`src/rtl/factorize_if.sv`:
```
// Handshake bundle between a factorize_engine and its requester/consumer.
interface factorize_if #(parameter int WIDTH = 8);
    localparam int CNT_W = $clog2(WIDTH + 1);

    logic             start;
    logic [WIDTH-1:0] n_in;
    logic             busy;
    logic [WIDTH-1:0] factor;
    logic             factor_valid;
    logic             factor_ready;
    logic             factor_last;
    logic             done;
    logic             error;
    logic [CNT_W-1:0] num_factors;

    modport master (
        output start, n_in, factor_ready,
        input  busy, factor, factor_valid, factor_last, done, error, num_factors
    );

    modport slave (
        input  start, n_in, factor_ready,
        output busy, factor, factor_valid, factor_last, done, error, num_factors
    );
endinterface

```
`src/rtl/factorize_engine.sv`:
```
// Prime factorization by trial division, streaming factors in non-decreasing order.
//   state  | meaning
//   IDLE   | waiting for start
//   DIVIDE | restoring divide n / d, one quotient bit per cycle
//   DECIDE | classify remainder: factor found, n prime, or next divisor
//   EMIT   | factor offered, waiting for factor_ready
//   FINISH | one-cycle done pulse
module factorize_engine #(
    parameter int WIDTH = 8
) (
    input  logic        clk,
    input  logic        reset,
    factorize_if.slave  bus
);
    localparam int CNT_W  = $clog2(WIDTH + 1);
    localparam int STEP_W = $clog2(WIDTH);

    typedef enum logic [2:0] {IDLE, DIVIDE, DECIDE, EMIT, FINISH} state_t;

    state_t            state;
    logic [WIDTH-1:0]  n_reg;
    logic [WIDTH-1:0]  d_reg;
    logic [WIDTH-1:0]  quo;
    logic [WIDTH-1:0]  rem;
    logic [STEP_W-1:0] step;
    logic [WIDTH:0]    rem_shift;
    logic [WIDTH:0]    diff;

    // The remainder stays below d, so a negative trial difference always sets the top bit.
    always_comb begin
        rem_shift = {rem, quo[WIDTH-1]};
        diff      = rem_shift - {1'b0, d_reg};
    end

    always_ff @(posedge clk) begin
        if (reset) begin
            state            <= IDLE;
            n_reg            <= '0;
            d_reg            <= '0;
            quo              <= '0;
            rem              <= '0;
            step             <= '0;
            bus.busy         <= 1'b0;
            bus.factor       <= '0;
            bus.factor_valid <= 1'b0;
            bus.factor_last  <= 1'b0;
            bus.done         <= 1'b0;
            bus.error        <= 1'b0;
            bus.num_factors  <= '0;
        end else begin
            bus.done <= 1'b0;
            case (state)
                IDLE: begin
                    if (bus.start) begin
                        n_reg           <= bus.n_in;
                        d_reg           <= WIDTH'(2);
                        bus.num_factors <= '0;
                        bus.error       <= (bus.n_in == '0);
                        bus.busy        <= 1'b1;
                        if (bus.n_in <= WIDTH'(1)) begin
                            bus.done <= 1'b1;
                            state    <= FINISH;
                        end else begin
                            quo   <= bus.n_in;
                            rem   <= '0;
                            step  <= STEP_W'(WIDTH - 1);
                            state <= DIVIDE;
                        end
                    end
                end
                DIVIDE: begin
                    if (!diff[WIDTH]) begin
                        rem <= diff[WIDTH-1:0];
                        quo <= {quo[WIDTH-2:0], 1'b1};
                    end else begin
                        rem <= rem_shift[WIDTH-1:0];
                        quo <= {quo[WIDTH-2:0], 1'b0};
                    end
                    if (step == '0) begin
                        state <= DECIDE;
                    end else begin
                        step <= step - STEP_W'(1);
                    end
                end
                DECIDE: begin
                    if (rem == '0) begin
                        bus.factor       <= d_reg;
                        bus.factor_last  <= (quo == WIDTH'(1));
                        bus.factor_valid <= 1'b1;
                        n_reg            <= quo;
                        state            <= EMIT;
                    end else if (quo < d_reg) begin
                        bus.factor       <= n_reg;
                        bus.factor_last  <= 1'b1;
                        bus.factor_valid <= 1'b1;
                        state            <= EMIT;
                    end else begin
                        d_reg <= d_reg + WIDTH'(1);
                        quo   <= n_reg;
                        rem   <= '0;
                        step  <= STEP_W'(WIDTH - 1);
                        state <= DIVIDE;
                    end
                end
                EMIT: begin
                    if (bus.factor_ready) begin
                        bus.factor_valid <= 1'b0;
                        bus.num_factors  <= bus.num_factors + CNT_W'(1);
                        if (bus.factor_last) begin
                            bus.done <= 1'b1;
                            state    <= FINISH;
                        end else begin
                            // Same d again: the divisor may repeat in the factorization.
                            quo   <= n_reg;
                            rem   <= '0;
                            step  <= STEP_W'(WIDTH - 1);
                            state <= DIVIDE;
                        end
                    end
                end
                FINISH: begin
                    bus.busy <= 1'b0;
                    state    <= IDLE;
                end
                default: state <= IDLE;
            endcase
        end
    end
endmodule

```
`src/flat_wrapper.sv`:
```
// flat-port wrapper written by rule: the top's interface ports become plain ports
module factorize_engine_flat 
#(
    parameter int WIDTH = 8
)
  (clk, reset, bus_start, bus_n_in, bus_factor_ready, bus_busy, bus_factor, bus_factor_valid, bus_factor_last, bus_done, bus_error, bus_num_factors);
  factorize_if #(.WIDTH(WIDTH)) bus_i ();
  input  logic clk;
  input  logic reset;
  input wire logic [$bits(bus_i.start)-1:0] bus_start;
  input wire logic [$bits(bus_i.n_in)-1:0] bus_n_in;
  input wire logic [$bits(bus_i.factor_ready)-1:0] bus_factor_ready;
  output wire logic [$bits(bus_i.busy)-1:0] bus_busy;
  output wire logic [$bits(bus_i.factor)-1:0] bus_factor;
  output wire logic [$bits(bus_i.factor_valid)-1:0] bus_factor_valid;
  output wire logic [$bits(bus_i.factor_last)-1:0] bus_factor_last;
  output wire logic [$bits(bus_i.done)-1:0] bus_done;
  output wire logic [$bits(bus_i.error)-1:0] bus_error;
  output wire logic [$bits(bus_i.num_factors)-1:0] bus_num_factors;
  assign bus_i.start = bus_start;
  assign bus_i.n_in = bus_n_in;
  assign bus_i.factor_ready = bus_factor_ready;
  assign bus_busy = bus_i.busy;
  assign bus_factor = bus_i.factor;
  assign bus_factor_valid = bus_i.factor_valid;
  assign bus_factor_last = bus_i.factor_last;
  assign bus_done = bus_i.done;
  assign bus_error = bus_i.error;
  assign bus_num_factors = bus_i.num_factors;
  factorize_engine #(.WIDTH(WIDTH)) u_core (.clk(clk), .reset(reset), .bus(bus_i));
endmodule
```
`config.mk`:
```
export PLATFORM = sky130hd
export DESIGN_NAME = factorize_engine_flat
export DESIGN_NICKNAME = d
export VERILOG_FILES = /design/src/rtl/factorize_if.sv /design/src/rtl/factorize_engine.sv /design/src/flat_wrapper.sv
export SDC_FILE = /design/constraint.sdc
export NUM_CORES = 1
export LEC_CHECK = 0
export ABC_AREA = 0
export CAP_MARGIN = 10
export CORE_ASPECT_RATIO = 0.5
export CORE_MARGIN = 8
export CORE_UTILIZATION = 45
export CTS_BUF_LIST = sky130_fd_sc_hd__clkbuf_4 sky130_fd_sc_hd__clkbuf_8 sky130_fd_sc_hd__clkbuf_16
export DETAILED_ROUTE_END_ITERATION = 7
export SYNTH_ARGS = -nofsm -noshare
export SYNTH_HDL_FRONTEND = slang
export SYNTH_SLANG_ARGS = --single-unit
```
`constraint.sdc`:
```
create_clock -name clk -period 3.7 [get_ports clk]
set_input_delay 0.555 -clock clk [delete_from_list [all_inputs] [get_ports clk]]
set_output_delay 0.555 -clock clk [all_outputs]
set_load 0.005 [all_outputs]
```
==> results.sh, run 1 <==
export IMPL_cts_setup_buffers=0
export IMPL_hpwl_mm=6.16
export IMPL_cp_max_fo=10
export IMPL_routedWlPerCell_um=16.6
export IMPL_grt_util_all_layers_pct=16.6
export IMPL_synth_nets=429
export IMPL_synth_edf_count=0
export IMPL_dieHeight_um=75.8
export IMPL_critPathCaptureType="register"
export IMPL_drcViolationCount=0
export IMPL_tns_ns=0
export IMPL_regArea_um2=1100
export IMPL_cp_cell_sequence="ha_1 > inv_1 > fa_1 > a211oi_1 > nor3_1 > a211oi_2 > xnor2_2 > o32ai_1 > a31o_2"
export IMPL_fin_worst_skew_ns=0.00480
export IMPL_dieArea_um2=10300
export IMPL_clk_pin_slew_ns=0.07
export IMPL_crit_path_max_incr_delay_ns=0.45
export IMPL_relSlewSlack_pct=48.4
export IMPL_holdCritPathClass="register to register"
export IMPL_grt_max_degree=45
export IMPL_coreArea_um2=6810
export IMPL_grt_pass1_wl_mm=13.7
export IMPL_grt_ovfl_total=0
export IMPL_syn_area_um2=3220
export IMPL_dr_pass1_iters=5
export IMPL_critPathTopFamily="compound AO/OA/AOI/OAI gates"
export IMPL_dr_first_iter_drc_count=204
export IMPL_ctsLongestPathBuffers=2
export IMPL_cts_buffers=5
export IMPL_ys_flop_type="dfxtp_1"
export IMPL_critPathRequiredTime_ns=3.89
export IMPL_drt_antenna_violating_nets=0
export IMPL_mostFrequentLayoutCells="nor2_1, dfxtp_1, nand2_1"
export IMPL_multi_input_comb_area_um2=1950
export IMPL_cts_resized=0
export IMPL_root_buffer="clkbuf_16"
export IMPL_power_density_nw_per_um2=680
export IMPL_place_inst=499
export IMPL_clock_latency_ns=0.30
export IMPL_hold_worst_slack_ns=0.462
export IMPL_fin_cells=507
export IMPL_vias=2947
export IMPL_slew_violations=0
export IMPL_finalHoldViolations=0
export IMPL_layout_setup_ws_ns=1.02
export IMPL_grt_pass1_vias=2743
export IMPL_wl_met2_mm=3.74
export IMPL_postCtsHoldBufs=0
export IMPL_chipWidth_um=136
export IMPL_grt_antenna_before_repair=0
export IMPL_h_tree_depth=2
export IMPL_drt_met1_wl_mm=4.16
export IMPL_rsz0062_at_grt="false"
export IMPL_vias_per_cell=5.81
export IMPL_p_leak_nw=1.39
export IMPL_wl_met3_um=463
export IMPL_design_area_um2=3700
export IMPL_syn_inst=397
export IMPL_top_layer="met4"
export IMPL_final_common_cell="nor2_1"
export IMPL_num_antenna_cells=0
export IMPL_crit_type="register to register"
export IMPL_synth_cell_type_count=53
export IMPL_globalplace_congestion=0.879
export IMPL_status="complete, no violations"
export IMPL_setup_violations_final=0
export IMPL_min_period_ns=2.68
export IMPL_maxCapViolations=0
export IMPL_syn_area_per_cell_um2=8.11
export IMPL_min_period_over_period_pct=72.3
export IMPL_post_dp_cell_area_um2=3540
export IMPL_place_ws_ns=0.940
export IMPL_portBuffers=28
export IMPL_cts_tree="built"
export IMPL_initial_core_util_pct=47.3
export IMPL_io_pin_count=29
export IMPL_worst_slew_pin_transition_ns=0.775
export IMPL_async_reset_ff_share_pct=0
export IMPL_arrival_ns=2.87
export IMPL_rows=21
export IMPL_crit_buf_inv=1
export IMPL_critPathLaunchType="register"
export IMPL_max_freq_mhz=374
export IMPL_drive_above_1_share_pct=5.06
export IMPL_peakVddDrop_mv=0.373
export IMPL_ys_seq_area_share_pct=34.2
export IMPL_syn_to_final_growth_pct=15.0
export IMPL_clock_sinks=55
export IMPL_ys_seq_elements=55
export IMPL_totalWireLength_mm=8.41
export IMPL_fill_cells=668
export IMPL_cp_slowest_cell="dfxtp_1"
export IMPL_nNetsFinal=446
export IMPL_yosys_warnings=0
==> cell families (layout without fill, tap and decap cells) <==
kind of cell,count (synthesis),count (layout),synth area share (%)
buffers and inverters,42,60,5.36
AOI/OAI and AO/OA,104,104,22.9
DFF,55,55,34.2
adders and majority gates,20,20,8.00
muxes,15,15,4.82
xor gates and xnor gates,12,12,3.50
and+or+nand+nor,149,149,21.2
==> metrics by stage <==
| step | power [mW] | util, % |
|---|---|---|
| after floorplan | 1.74 | - |
| after global placement | 1.99 | 52.1 |
| after detailed placement | 2.01 | 52.1 |
| after CTS | 2.53 | 54.4 |
| after global routing | 2.72 | 54.4 |
| final | 2.52 | 54.4 |
==> cell usage after synthesis, types with 2 or more instances <==
cell type	number	area, µm²
or2_2	2	12.5
clkbuf_1	12	45.0
a31oi_1	3	18.8
nand3_1	8	40.0
nor3b_1	3	22.5
a221o_1	3	30.0
xor2_1	3	26.3
a311oi_1	9	78.8
nand2b_1	5	31.3
nand4_1	5	31.3
nor2b_1	6	37.5
nor4_1	8	50.1
ha_1	19	238
o221ai_1	4	35.0
buf_2	6	30.0
dfxtp_1	55	1100
inv_1	21	78.8
nor3_1	11	55.1
buf_4	2	15.0
nor2_1	61	229
a21oi_1	32	160
o21ai_0	12	60.1
a21o_1	3	22.5
xnor2_1	8	70.1
nand2_1	34	128
a2111oi_0	2	17.5
o2bb2ai_1	6	52.6
and2_1	2	12.5
mux2i_1	14	140
a211oi_2	2	25.0
a211oi_1	13	97.6
a211o_1	2	17.5
==> final timing paths <==
path	start	to	slack (ns)	cells after the start
min reg2reg	u_core.bus.factor_valid$_SDFFE_PP0P_	u_core.bus.factor_valid$_SDFFE_PP0P_	0.46	2
min	u_core.bus.factor_valid$_SDFFE_PP0P_	u_core.bus.factor_valid$_SDFFE_PP0P_	0.46	2
max reg2reg	u_core.d_reg[0]$_SDFFE_PP0P_	u_core.rem[7]$_SDFFE_PP0P_	1.02	9
max	u_core.d_reg[0]$_SDFFE_PP0P_	u_core.rem[7]$_SDFFE_PP0P_	1.02	9
==> where the power goes <==
part	total (mW)	switching, mW	internal, mW	leakage [nW]
registers	0.811	0.116	0.695	0.449
clock network	0.512	0.215	0.296	0.0806
logic	1.20	0.689	0.509	0.861
total	2.52	1.02	1.50	1.39
==> routing by layer <==
layer | vias up | GRT usage (%)
met5 | - | 0
met4 | 0 | 3.66
met3 | 7 | 3.75
met2 | 78 | 26.8
met1 | 1391 | 22.3
li1 | 1471 | -
==> tightest hold or removal path: stages (launching register included) <==
cell	delay, ns
dfxtp_1	0.31
nand2_1	0.05
a21oi_1	0.05
==> cell type report <==
class | count | share of cell area, %
Clock buffer | 8 | 4.32
Inverter | 21 | 2.13
Multi-Input combinational cell | 300 | 52.5
Sequential cell | 55 | 29.7
Tap cell | 92 | 3.11
Timing Repair Buffer | 31 | 8.17
No activity file was read; power rests on OpenSTA's default activity.
==> run 2: changes to the inputs <==
clock period = 2.6 ns   (was 3.7 ns; I/O delays follow)
==> run 2 against run 1 <==
Sequential share of layout area down 3.2 points. Final cell count up 10%. Setup slack worse by 0.93 ns. Via count up 8.1%. Flip-flop and latch count unchanged. Non-clock buffer count up 54. Combinational power up 98%. Critical endpoint is now u_core.rem[5]$_SDFFE_PP0P_.
==> results.sh, run 2 (same netlist as run 1, synthesis figures left out) <==
export IMPL_status="complete, no violations"
export IMPL_initial_core_util_pct=47.3
export IMPL_cp_max_fo=5
export IMPL_dieArea_um2=10300
export IMPL_multi_input_comb_area_um2=1990
export IMPL_slew_violations=0
export IMPL_rsz0062_at_grt="false"
export IMPL_critPathRequiredTime_ns=2.78
export IMPL_nNetsFinal=500
export IMPL_cts_tree="built"
export IMPL_regArea_um2=1100
export IMPL_cp_slowest_cell="fa_2"
export IMPL_grt_pass1_vias=3081
export IMPL_grt_max_degree=45
export IMPL_fill_cells=608
export IMPL_place_ws_ns=-0.293
export IMPL_fin_cells=560
export IMPL_cts_buffers=5
export IMPL_arrival_ns=2.68
export IMPL_grt_util_all_layers_pct=18.5
export IMPL_ctsLongestPathBuffers=2
export IMPL_grt_pass1_wl_mm=15.1
export IMPL_hold_worst_slack_ns=0.475
export IMPL_clk_pin_slew_ns=0.07
export IMPL_maxCapViolations=0
export IMPL_final_common_cell="nor2_1"
export IMPL_post_dp_cell_area_um2=3930
export IMPL_power_density_nw_per_um2=1000
export IMPL_h_tree_depth=2
export IMPL_crit_type="register to register"
export IMPL_vias=3186
export IMPL_dr_pass1_iters=5
export IMPL_dieHeight_um=75.8
export IMPL_critPathLaunchType="register"
export IMPL_dr_first_iter_drc_count=343
export IMPL_cp_cell_sequence="inv_2 > ha_2 > inv_1 > fa_2 > a211oi_2 > nor3_2 > a211oi_4 > xnor2_4 > buf_6 > mux2i_1 > o2bb2ai_1"
export IMPL_globalplace_congestion=0.919
export IMPL_drive_above_1_share_pct=17.3
export IMPL_mostFrequentLayoutCells="nor2_1, buf_4, dfxtp_1"
export IMPL_routedWlPerCell_um=16.5
export IMPL_hpwl_mm=7.14
export IMPL_min_period_ns=2.50
export IMPL_io_pin_count=29
export IMPL_p_leak_nw=1.67
export IMPL_place_inst=548
export IMPL_clock_latency_ns=0.30
export IMPL_syn_to_final_growth_pct=29.3
export IMPL_num_antenna_cells=0
export IMPL_drcViolationCount=0
export IMPL_coreArea_um2=6810
export IMPL_portBuffers=28
export IMPL_design_area_um2=4160
export IMPL_rows=21
export IMPL_relSlewSlack_pct=53.7
export IMPL_clock_sinks=55
export IMPL_setup_violations_final=0
export IMPL_worst_slew_pin_transition_ns=0.694
export IMPL_fin_worst_skew_ns=0.00646
export IMPL_min_period_over_period_pct=96.2
export IMPL_finalHoldViolations=0
export IMPL_total_power_mw=4.17
export IMPL_vias_per_cell=5.69
export IMPL_max_freq_mhz=400
export IMPL_crit_path_max_incr_delay_ns=0.38
export IMPL_peakVddDrop_mv=0.472
export IMPL_chipWidth_um=136
export IMPL_holdCritPathClass="register to register"
export IMPL_layout_setup_ws_ns=0.0987
export IMPL_totalWireLength_mm=9.24
export IMPL_critPathCaptureType="register"
export IMPL_drt_antenna_violating_nets=0
export IMPL_grt_ovfl_total=0
export IMPL_postCtsHoldBufs=0
export IMPL_grt_antenna_before_repair=0
export IMPL_root_buffer="clkbuf_16"
==> run 2: routing by layer <==
layer  part of all wire (%)  track usage (%)  vias to the layer above
li1                       -                -                     1581
met1                     49             24.7                     1490
met2                     42             28.6                       93
met3                    6.3             4.41                       22
met4                    2.2             7.20                        0
met5                      0                0                        -
==> run 2: layout make-up <==
class | instances | share of cell area (%)
timing repair buffer | 85 | 17.7
clock buffer | 6 | 3.34
multi-input combinational | 300 | 47.7
sequential | 55 | 26.5
tap | 92 | 2.76
inverter | 21 | 1.89
clock inverter | 1 | 0.120
==> run 2: worst max-delay path, delay by kind of cell, from the launching register on <==
family,cells,cell delay [ns]
AOI/OAI and AO/OA,3,0.67
xor gates and xnor gates,1,0.22
adders and majority gates,2,0.55
buffers and inverters,3,0.31
DFF,1,0.36
muxes,1,0.18
and+or+nand+nor,1,0.10
==> run 2: report_power, final <==
part | internal (mW) | total (mW) | switching [mW]
clock | 0.377 | 0.675 | 0.298
combinational | 1.14 | 2.37 | 1.23
sequential | 0.991 | 1.12 | 0.133
==> run 2: path summary, 6_finish.rpt <==
path | slack [ns] | from | to | depth (start not counted)
worst max-delay path | 0.1 | u_core.quo[7]$_SDFFE_PP0P_ | u_core.rem[5]$_SDFFE_PP0P_ | 11
worst min-delay path | 0.47 | u_core.bus.factor_valid$_SDFFE_PP0P_ | u_core.bus.factor_valid$_SDFFE_PP0P_ | 2
worst max register to register | 0.1 | u_core.quo[7]$_SDFFE_PP0P_ | u_core.rem[5]$_SDFFE_PP0P_ | 11
worst min register to register | 0.47 | u_core.bus.factor_valid$_SDFFE_PP0P_ | u_core.bus.factor_valid$_SDFFE_PP0P_ | 2
==> run 2: what timing repair did <==
item	in CTS	in global routing
pin swaps	7	0
endpoints found under the setup margin	9	1
buffers inserted	6	0
gates cloned	0	0
resized for setup	10	1
==> run 2: per-stage QoR <==
step,utilization (%),setup TNS [ns]
detailed placement,57.7,-1.80
global route,61.2,0
CTS,61.1,0
global placement,57.6,-1.98
floorplan,-,0
finish,61.2,0
==> run 3: changes to the inputs <==
ABC_CLOCK_PERIOD_IN_PS = 2100   (was default)
CORE_ASPECT_RATIO = 1.2   (was 0.5)
PLACE_DENSITY = 0.67   (was default)
clock period = 2.1 ns   (was 2.6 ns; I/O delays follow)
==> run 3 against run 2 <==
The run now ends with setup timing left. Combinational power increased by 32%. First-iteration DRC count decreased by 55%. Sequential power up 24%. Via count is 1.6% higher. Utilization rose by 0.75 points. Routed wire length rose by 1.6%. Clock skew is 0.0031 ns lower. Critical path type unchanged. Highest routed layer unchanged.
==> results.sh, run 3 (same netlist as run 1, synthesis figures left out) <==
export IMPL_ctsLongestPathBuffers=2
export IMPL_startpoint="u_core.quo[7]$_SDFFE_PP0P_"
export IMPL_slew_violations=0
export IMPL_r2r_cells=11
export IMPL_worst_slew_pin_transition_ns=0.430
export IMPL_critPathTopFamily="compound AO/OA/AOI/OAI gates"
export IMPL_fin_cells=586
export IMPL_final_common_cell="buf_4"
export IMPL_hold_worst_slack_ns=0.482
export IMPL_rsz0062_at_grt="true"
export IMPL_crit_buf_inv=3
export IMPL_chipWidth_um=93.2
export IMPL_fill_cells=634
export IMPL_cp_max_fo=5
export IMPL_grt_pass1_wl_mm=14.9
export IMPL_multi_input_comb_area_um2=2100
export IMPL_dr_first_iter_drc_count=153
export IMPL_crit_type="register to register"
export IMPL_r2r_setup_slack_ns=-0.19
export IMPL_holdCritPathClass="register to register"
export IMPL_setup_violations_final=9
export IMPL_routedWlPerCell_um=16.0
export IMPL_root_buffer="clkbuf_8"
export IMPL_cts_tree="built"
export IMPL_fin_worst_skew_ns=0.00332
export IMPL_grt_util_all_layers_pct=18.1
export IMPL_post_dp_cell_area_um2=4120
export IMPL_cp_slowest_cell="fa_2"
export IMPL_crit_path_max_incr_delay_ns=0.38
export IMPL_globalplace_congestion=0.903
export IMPL_dr_pass1_iters=4
export IMPL_vias=3238
export IMPL_min_period_ns=2.29
export IMPL_max_freq_mhz=436
export IMPL_h_tree_depth=2
export IMPL_coreArea_um2=7100
export IMPL_status="finished, violations left"
export IMPL_grt_pass1_vias=3154
export IMPL_tns_ns=-1.25
export IMPL_place_ws_ns=-0.136
export IMPL_r2r_end="u_core.rem[7]$_SDFFE_PP0P_"
export IMPL_dieHeight_um=109
export IMPL_drive_above_1_share_pct=25.4
export IMPL_worstSetupEndpoint="u_core.rem[7]$_SDFFE_PP0P_"
export IMPL_hpwl_mm=6.88
export IMPL_initial_core_util_pct=45.3
export IMPL_num_antenna_cells=0
export IMPL_cpMostUsedCell="inv_2"
export IMPL_clock_sinks=55
export IMPL_layout_setup_ws_ns=-0.191
export IMPL_finalHoldViolations=0
export IMPL_grt_max_degree=28
export IMPL_drt_antenna_violating_nets=0
export IMPL_drcViolationCount=0
export IMPL_r2r_start="u_core.quo[7]$_SDFFE_PP0P_"
export IMPL_p_leak_nw=1.77
export IMPL_violations="setup timing"
export IMPL_grt_antenna_before_repair=0
export IMPL_nNetsFinal=527
export IMPL_cts_buffers=5
export IMPL_syn_to_final_growth_pct=36.6
export IMPL_critPathRequiredTime_ns=2.31
export IMPL_power_density_nw_per_um2=1170
export IMPL_regArea_um2=1110
export IMPL_io_pin_count=29
export IMPL_place_inst=568
export IMPL_vias_per_cell=5.53
export IMPL_peakVddDrop_mv=0.606
export IMPL_clock_latency_ns=0.30
export IMPL_critPathCaptureType="register"
export IMPL_rows=34
export IMPL_grt_ovfl_total=0
export IMPL_mostFrequentLayoutCells="buf_4, nor2_1, dfxtp_1"
export IMPL_critPathLaunchType="register"
export IMPL_portBuffers=28
export IMPL_path_depth=11
export IMPL_design_area_um2=4400
export IMPL_arrival_ns=2.50
export IMPL_maxCapViolations=0
export IMPL_cp_cell_sequence="inv_2 > ha_4 > inv_2 > fa_2 > a211oi_4 > nor3_2 > a211oi_2 > buf_4 > xnor2_4 > o32ai_2 > a31o_2"
export IMPL_clk_pin_slew_ns=0.10
export IMPL_totalWireLength_mm=9.39
export IMPL_relSlewSlack_pct=71.1
export IMPL_dieArea_um2=10100
export IMPL_min_period_over_period_pct=109
==> run 3: cell count changes in the layout (fill, tap and decap cells not counted), moves of 3 or more <==
cell,change
inv_2,+4
buf_4,+26
clkbuf_8,+4
clkbuf_16,-5
a21oi_1,-3
inv_1,-4
==> run 3: per-stage QoR <==
step / util, % / power [mW]
after floorplan: - / 3.16
after global placement: 58.0 / 4.01
after detailed placement: 58.0 / 4.07
after CTS: 59.8 / 4.85
after global routing: 61.9 / 5.49
final: 61.9 / 5.13
==> run 3: final cells by class <==
type,instances,area share (%)
clock buffers,6,1.73
flip-flops and latches,55,25.2
repair buffers,111,20.7
inverters,21,1.79
clock inverters,2,0.284
well taps,90,2.56
multi-input cells,301,47.8
==> run 3: power by group <==
| group | leakage [nW] | internal [mW] | switching, mW |
|---|---|---|---|
| Combinational | 1.28 | 1.54 | 1.60 |
| Sequential | 0.451 | 1.23 | 0.166 |
| Clock | 0.0446 | 0.247 | 0.350 |
| Total | 1.77 | 3.02 | 2.11 |
==> run 3: routing by layer <==
metal  track usage, %  wire (µm)  vias up
met4             4.84        258        0
met2             31.9       4540       69
met3             2.69        325       17
met5                0          0        -
met1             22.3       4260     1527
li1                 -          -     1625
==> run 3: worst min-delay path by stage <==
stage                                               startpoint                                    to  slack, ns  depth (start not counted)
after global routing      u_core.bus.factor_valid$_SDFFE_PP0P_  u_core.bus.factor_valid$_SDFFE_PP0P_       0.52                          2
final                     u_core.bus.factor_valid$_SDFFE_PP0P_  u_core.bus.factor_valid$_SDFFE_PP0P_       0.48                          2
after CTS                 u_core.bus.factor_valid$_SDFFE_PP0P_  u_core.bus.factor_valid$_SDFFE_PP0P_       0.49                          2
after floorplan           u_core.bus.factor_valid$_SDFFE_PP0P_  u_core.bus.factor_valid$_SDFFE_PP0P_       0.45                          2
after global placement    u_core.bus.factor_valid$_SDFFE_PP0P_  u_core.bus.factor_valid$_SDFFE_PP0P_       0.45                          2
after detailed placement  u_core.bus.factor_valid$_SDFFE_PP0P_  u_core.bus.factor_valid$_SDFFE_PP0P_       0.47                          2
==> run 3: timing repair <==
item	CTS	global route
resized for setup	3	24
pin swaps	3	10
buffers inserted	2	6
endpoints found under the setup margin	15	30
hold buffers	0	0
gates cloned	1	1
==> run 3: worst reg2reg max path: cells and delay by family, from the launching register on <==
kind	cells	cell delay [ns]
compound gates	4	0.81
xor+xnor	1	0.17
fa+ha+maj	2	0.51
buf+inv	3	0.31
flops	1	0.33
simple gates	1	0.09
==> variant 1 (settings of run 2) <==
`WIDTH` is set to 8 in 3 places; all go to 4.
--- a/src/rtl/factorize_if.sv
+++ b/src/rtl/factorize_if.sv
@@ -1,3 +1,3 @@
 // Handshake bundle between a factorize_engine and its requester/consumer.
-interface factorize_if #(parameter int WIDTH = 8);
+interface factorize_if #(parameter int WIDTH = 4);
     localparam int CNT_W = $clog2(WIDTH + 1);
--- a/src/rtl/factorize_engine.sv
+++ b/src/rtl/factorize_engine.sv
@@ -8,3 +8,3 @@
 module factorize_engine #(
-    parameter int WIDTH = 8
+    parameter int WIDTH = 4
 ) (
--- a/src/flat_wrapper.sv
+++ b/src/flat_wrapper.sv
@@ -3,3 +3,3 @@
 #(
-    parameter int WIDTH = 8
+    parameter int WIDTH = 4
 )
Interface: changed (resized bus_factor, bus_n_in and bus_num_factors); port bits go from 29 to 20. The function was not compared with the original's and may differ.
==> variant 1 against run 2 <==
  * Routed wire length is 50% lower
  * Synthesized area is 41% lower
  * Power is 48% lower
  * Sequential cell count is 22 lower
  * Synthesized cell count is 46% lower
  * Critical path depth is 3 lower
  * Die area is 35% lower
  * Worst setup slack better by 0.11 ns
  * Final area is 46% lower
  * Utilization is 4.5 points lower
  * Critical path type unchanged
  * Critical endpoint is now u_core.rem[0]$_SDFFE_PP0P_
==> variant 1: results <==
[finish]
n_all_buffers = 28
seq-cell-share_pct = 29.25
drive_gt1_share_pct = 13.69
nFillCells = 373
seq_cells = 33
clk_share_pct = 4.488
area_share_nonclk_buffers_pct = 11.41
comb.multi_input.count = 160
nNetsFinal = 259
n_clock_buffer = 7
inverters = 12

[route]
wl_met3_um = 254
drt-wirelength-per-cell_um = 15.79
wl_met2_um = 1966
route.vias.total = 1679
via_per_inst = 5.692
drtPass1Iterations = 4
met1_length_um = 2375

[logic_synthesis]
seq_area_frac_synth_pct = 34.74
ys_top_cells_by_count = "33 x dfxtp_1, 25 x nand2_1, 25 x nor2_1"
syn-num-nets = 235
syn_area_per_cell_sq_um = 8.805
synth.area.top_cells = "dfxtp_1 35%, ha_1 6.6%, nand2_1 4.9%"

[critical_path]
critical_path.top_delay_family = "adder cells"
cp.arrival_ns = 2.59
cp_slowest_cell = "fa_1"
cp-endpoint = "u_core.rem[0]$_SDFFE_PP0P_"
startpoint = "u_core.d_reg[0]$_SDFFE_PP0P_"
r2r_cells = 8

[grt]
grtUsageMet3_pct = 4.218
grtUsageMet2_pct = 23.50
track_usage_pct = 15.12
grt_pass1_wl_um = 7852
grt_pass1_vias = 1625

[placed_design]
post_dp_cell_area_sq_mm = 0.002157
pre_cts_ws_ns = 0.2342
dpl.hpwl_um = 3547
numPortBuffers = 19
place.gp.congestion = 0.8478

[floorplan]
nWellTaps = 54

[cts]
cts_root_buffer = "clkbuf_8"
post_cts_buffers = 0

[worst_hold_path]
min_from = "u_core.bus.busy$_SDFFE_PP0P_"

[sta]
slew_headroom_pct = 55.23

[outcome]
status = "finished, final reports clean"

[pwr]
swShare_pct = 39.44
peakVddDrop_v = 0.0004182
variant 1: cell types whose count changed in the layout (fill, tap and decap cells not counted), sizes merged, moves of 10 or more:
cell and delta:
mux2i -10, buf -48, nor2 -36, o21ai -10, a21oi -19, a211oi -10
dfxtp -22
variant 1: power groups by stage:
stage	logic (uW)	registers (uW)	clock network, uW
2_1_floorplan	757	722	0
3_3_place_gp	946	775	0
3_5_place_dp	960	777	0
4_1_cts	963	767	444
5_1_grt	1070	788	470
6_report	962	771	429
variant 1: cell families after synthesis:
| kind of cell | count (synthesis) | synth area share [%] |
|---|---|---|
| fa+ha+maj | 11 | 7.632 |
| mux | 6 | 3.289 |
| flops | 33 | 34.74 |
| xor+xnor | 5 | 2.303 |
| buf+inv | 23 | 6.053 |
| compound gates | 56 | 23.95 |
| simple gates | 82 | 22.04 |
variant 1: tightest hold or removal path, stage by stage, from the launching register on:
cell and delay (ns):
dfxtp_1 0.31, inv_1 0.05, a221oi_1 0.06
==> variant 2 (flow settings as in run 2) <==
Made on the original files. Encoding of `state_t`: now one-hot (5 bits for 5 states).
--- a/src/rtl/factorize_engine.sv
+++ b/src/rtl/factorize_engine.sv
@@ -17,3 +17,3 @@
 
-    typedef enum logic [2:0] {IDLE, DIVIDE, DECIDE, EMIT, FINISH} state_t;
+    typedef enum logic [4:0] {IDLE = 5'b00001, DIVIDE = 5'b00010, DECIDE = 5'b00100, EMIT = 5'b01000, FINISH = 5'b10000} state_t;
 
Check against the original RTL: same outputs for any inputs over 10 cycles, from zero or initial values and one cycle with reset high; not proved beyond that.
==> variant 2 against run 2 <==
  * Fmax grew 0.13%
  * Die area is 6.1% higher
  * Routed wire length is 7.8% higher
  * Sequential cell count is 2 higher
  * Largest cell class unchanged
  * Final area rose by 3.8%
  * Worst setup slack improved by 0.0032 ns
  * Synthesized cell count is 2.3% higher
  * Critical endpoint is now u_core.bus.factor[3]$_SDFFE_PP0P_
  * Synthesized area is 7.3% higher
  * Critical path depth fell by 2
Power is not compared: it rests on default switching activity, and its combinational part moved more than twofold at a synthesized area within 25%.
==> variant 2: results <==
[cts]
clk_latency_ns = 0.33
path_clk_slew_ns = 0.05
h-tree-depth = 3
clock_path_buffers = 2
numCtsBuffers = 9

[placed_design]
dpl.hpwl_um = 7500
numPortBuffers = 28
place_inst = 535
post_dp_cell_area_sq_mm = 0.003940
place.gp.congestion = 0.8256
pre_cts_ws_ns = -0.2463

[grt]
use_met1_pct = 23.32
grtUsageMet2_pct = 30.00
grt_pass1_vias = 3218
track_usage_pct = 18.60
grtUsageMet3_pct = 6.044
grt_pass1_wl_um = 16360
grt_start_max_net_pins = 45

[route]
via_per_inst = 6.060
drt_iter0_markers = 306
drt-wirelength-per-cell_um = 18.07
drtPass1Iterations = 6
wl_um = 9956

[worst_hold_path]
hold_path_class = "in2reg"

[sta]
fin_ws_ns = 0.1019
slew_headroom_pct = 47.80
skew_ns = 0.006388

[critical_path]
max_stage_delay_ns = 0.40
path_max_fanout = 12
cp-endpoint = "u_core.bus.factor[3]$_SDFFE_PP0P_"
cp_slowest_cell = "a2111o_1"
startpoint = "u_core.d_reg[6]$_SDFFE_PP0P_"
r2r_cells = 9
rrSetupSlack_ns = 0.10
cp.arrival_ns = 2.72

[logic_synthesis]
syn_area_per_cell_sq_um = 8.515
ys_types = 57
ys_top_cells_by_count = "57 x dfxtp_1, 45 x nand2_1, 42 x nor2_1"
synth_xor_area_share_pct = 2.280
seq_area_frac_synth_pct = 33.01
synth.area.mux_share_pct = 2.135
syn-num-nets = 438
ys_warn_count = 0
yosys.area_share.adder_pct = 7.456
synth.area.top_cells = "dfxtp_1 33%, ha_1 6.9%, nand2_1 4.9%"
synth_compound_area_share_pct = 25.84

[pwr]
swShare_pct = 25.37

[finish]
nNetsFinal = 483
drive_gt1_share_pct = 18.90

[outcome]
status = "finished, final reports clean"
## variant 2: cell types whose count changed after synthesis, moves of 6 or more
| cell | run 2 | this run |
|---|---|---|
| o2bb2ai_1 | 6 | 0 |
| and3_1 | 1 | 7 |
| nor3_1 | 11 | 4 |
| a211oi_1 | 13 | 2 |
| nand2_1 | 34 | 45 |
| a222oi_1 | 0 | 8 |
| nor2_1 | 61 | 42 |
| mux2i_1 | 14 | 4 |
| a211oi_2 | 2 | 8 |
| nand3_1 | 8 | 24 |
| a311oi_2 | 0 | 8 |
## variant 2: worst register-to-register path: cells and delay by family (launching register included)
kind                     cells  cell delay, ns
AND/OR/NAND/NOR              2            0.33
AO/OA/AOI/OAI                4            1.11
buffers and inverters        2            0.27
adder cells (fa/ha/maj)      1            0.30
flip-flops                   1            0.38
## variant 2: kinds of logic (layout without fill, tap and decap cells)
logic type,after synthesis,count (layout)
buffers and inverters,43,92
adders and majority gates,20,20
and+or+nand+nor,159,159
DFF,57,57
xor gates and xnor gates,9,9
AOI/OAI and AO/OA,111,111
muxes,7,7
## variant 2: power by group through the flow
stage | clock network [uW] | registers (uW) | logic [uW]
after floorplan | 0 | 961 | 263
after global placement | 0 | 982 | 355
after detailed placement | 0 | 983 | 369
after CTS | 1290 | 966 | 371
after global routing | 1320 | 974 | 430
final | 1280 | 968 | 389
## variant 2: worst min path at each step
| stage | from | cells after the start | to | slack (ns) |
|---|---|---|---|---|
| 4_1_cts | reset | 3 | u_core.state[0]$_SDFFE_PP1P_ | 0.40 |
| 2_1_floorplan | u_core.step[0]$_SDFFE_PP0P_ | 1 | u_core.step[0]$_SDFFE_PP0P_ | 0.45 |
| 3_3_place_gp | u_core.bus.factor_valid$_SDFFE_PP0P_ | 2 | u_core.bus.factor_valid$_SDFFE_PP0P_ | 0.45 |
| 6_report | reset | 3 | u_core.state[0]$_SDFFE_PP1P_ | 0.40 |
| 5_1_grt | reset | 3 | u_core.state[0]$_SDFFE_PP1P_ | 0.42 |
| 3_5_place_dp | u_core.bus.factor_valid$_SDFFE_PP0P_ | 2 | u_core.bus.factor_valid$_SDFFE_PP0P_ | 0.45 |
## variant 2: timing repair
item	4_1_cts	5_1_grt
gates resized for setup	3	14
setup buffers	0	1
setup endpoints to repair	7	34
cloned	0	0
pin swaps	0	3
## variant 2: layout make-up
cell class,count,area (sq um)
timing repair buffer,59,519.2
inverter,18,67.56
multi-input combinational,306,2152
tap,96,120.1
fill,669,3057
sequential,57,1142
clock buffer,12,254.0
clock inverter,3,65.06
## variant 2: per-layer routing
layer,vias to the layer above,routed length (um)
li1,1612,-
met1,1597,4614
met2,120,4507
met3,10,740
met4,0,94
met5,-,0
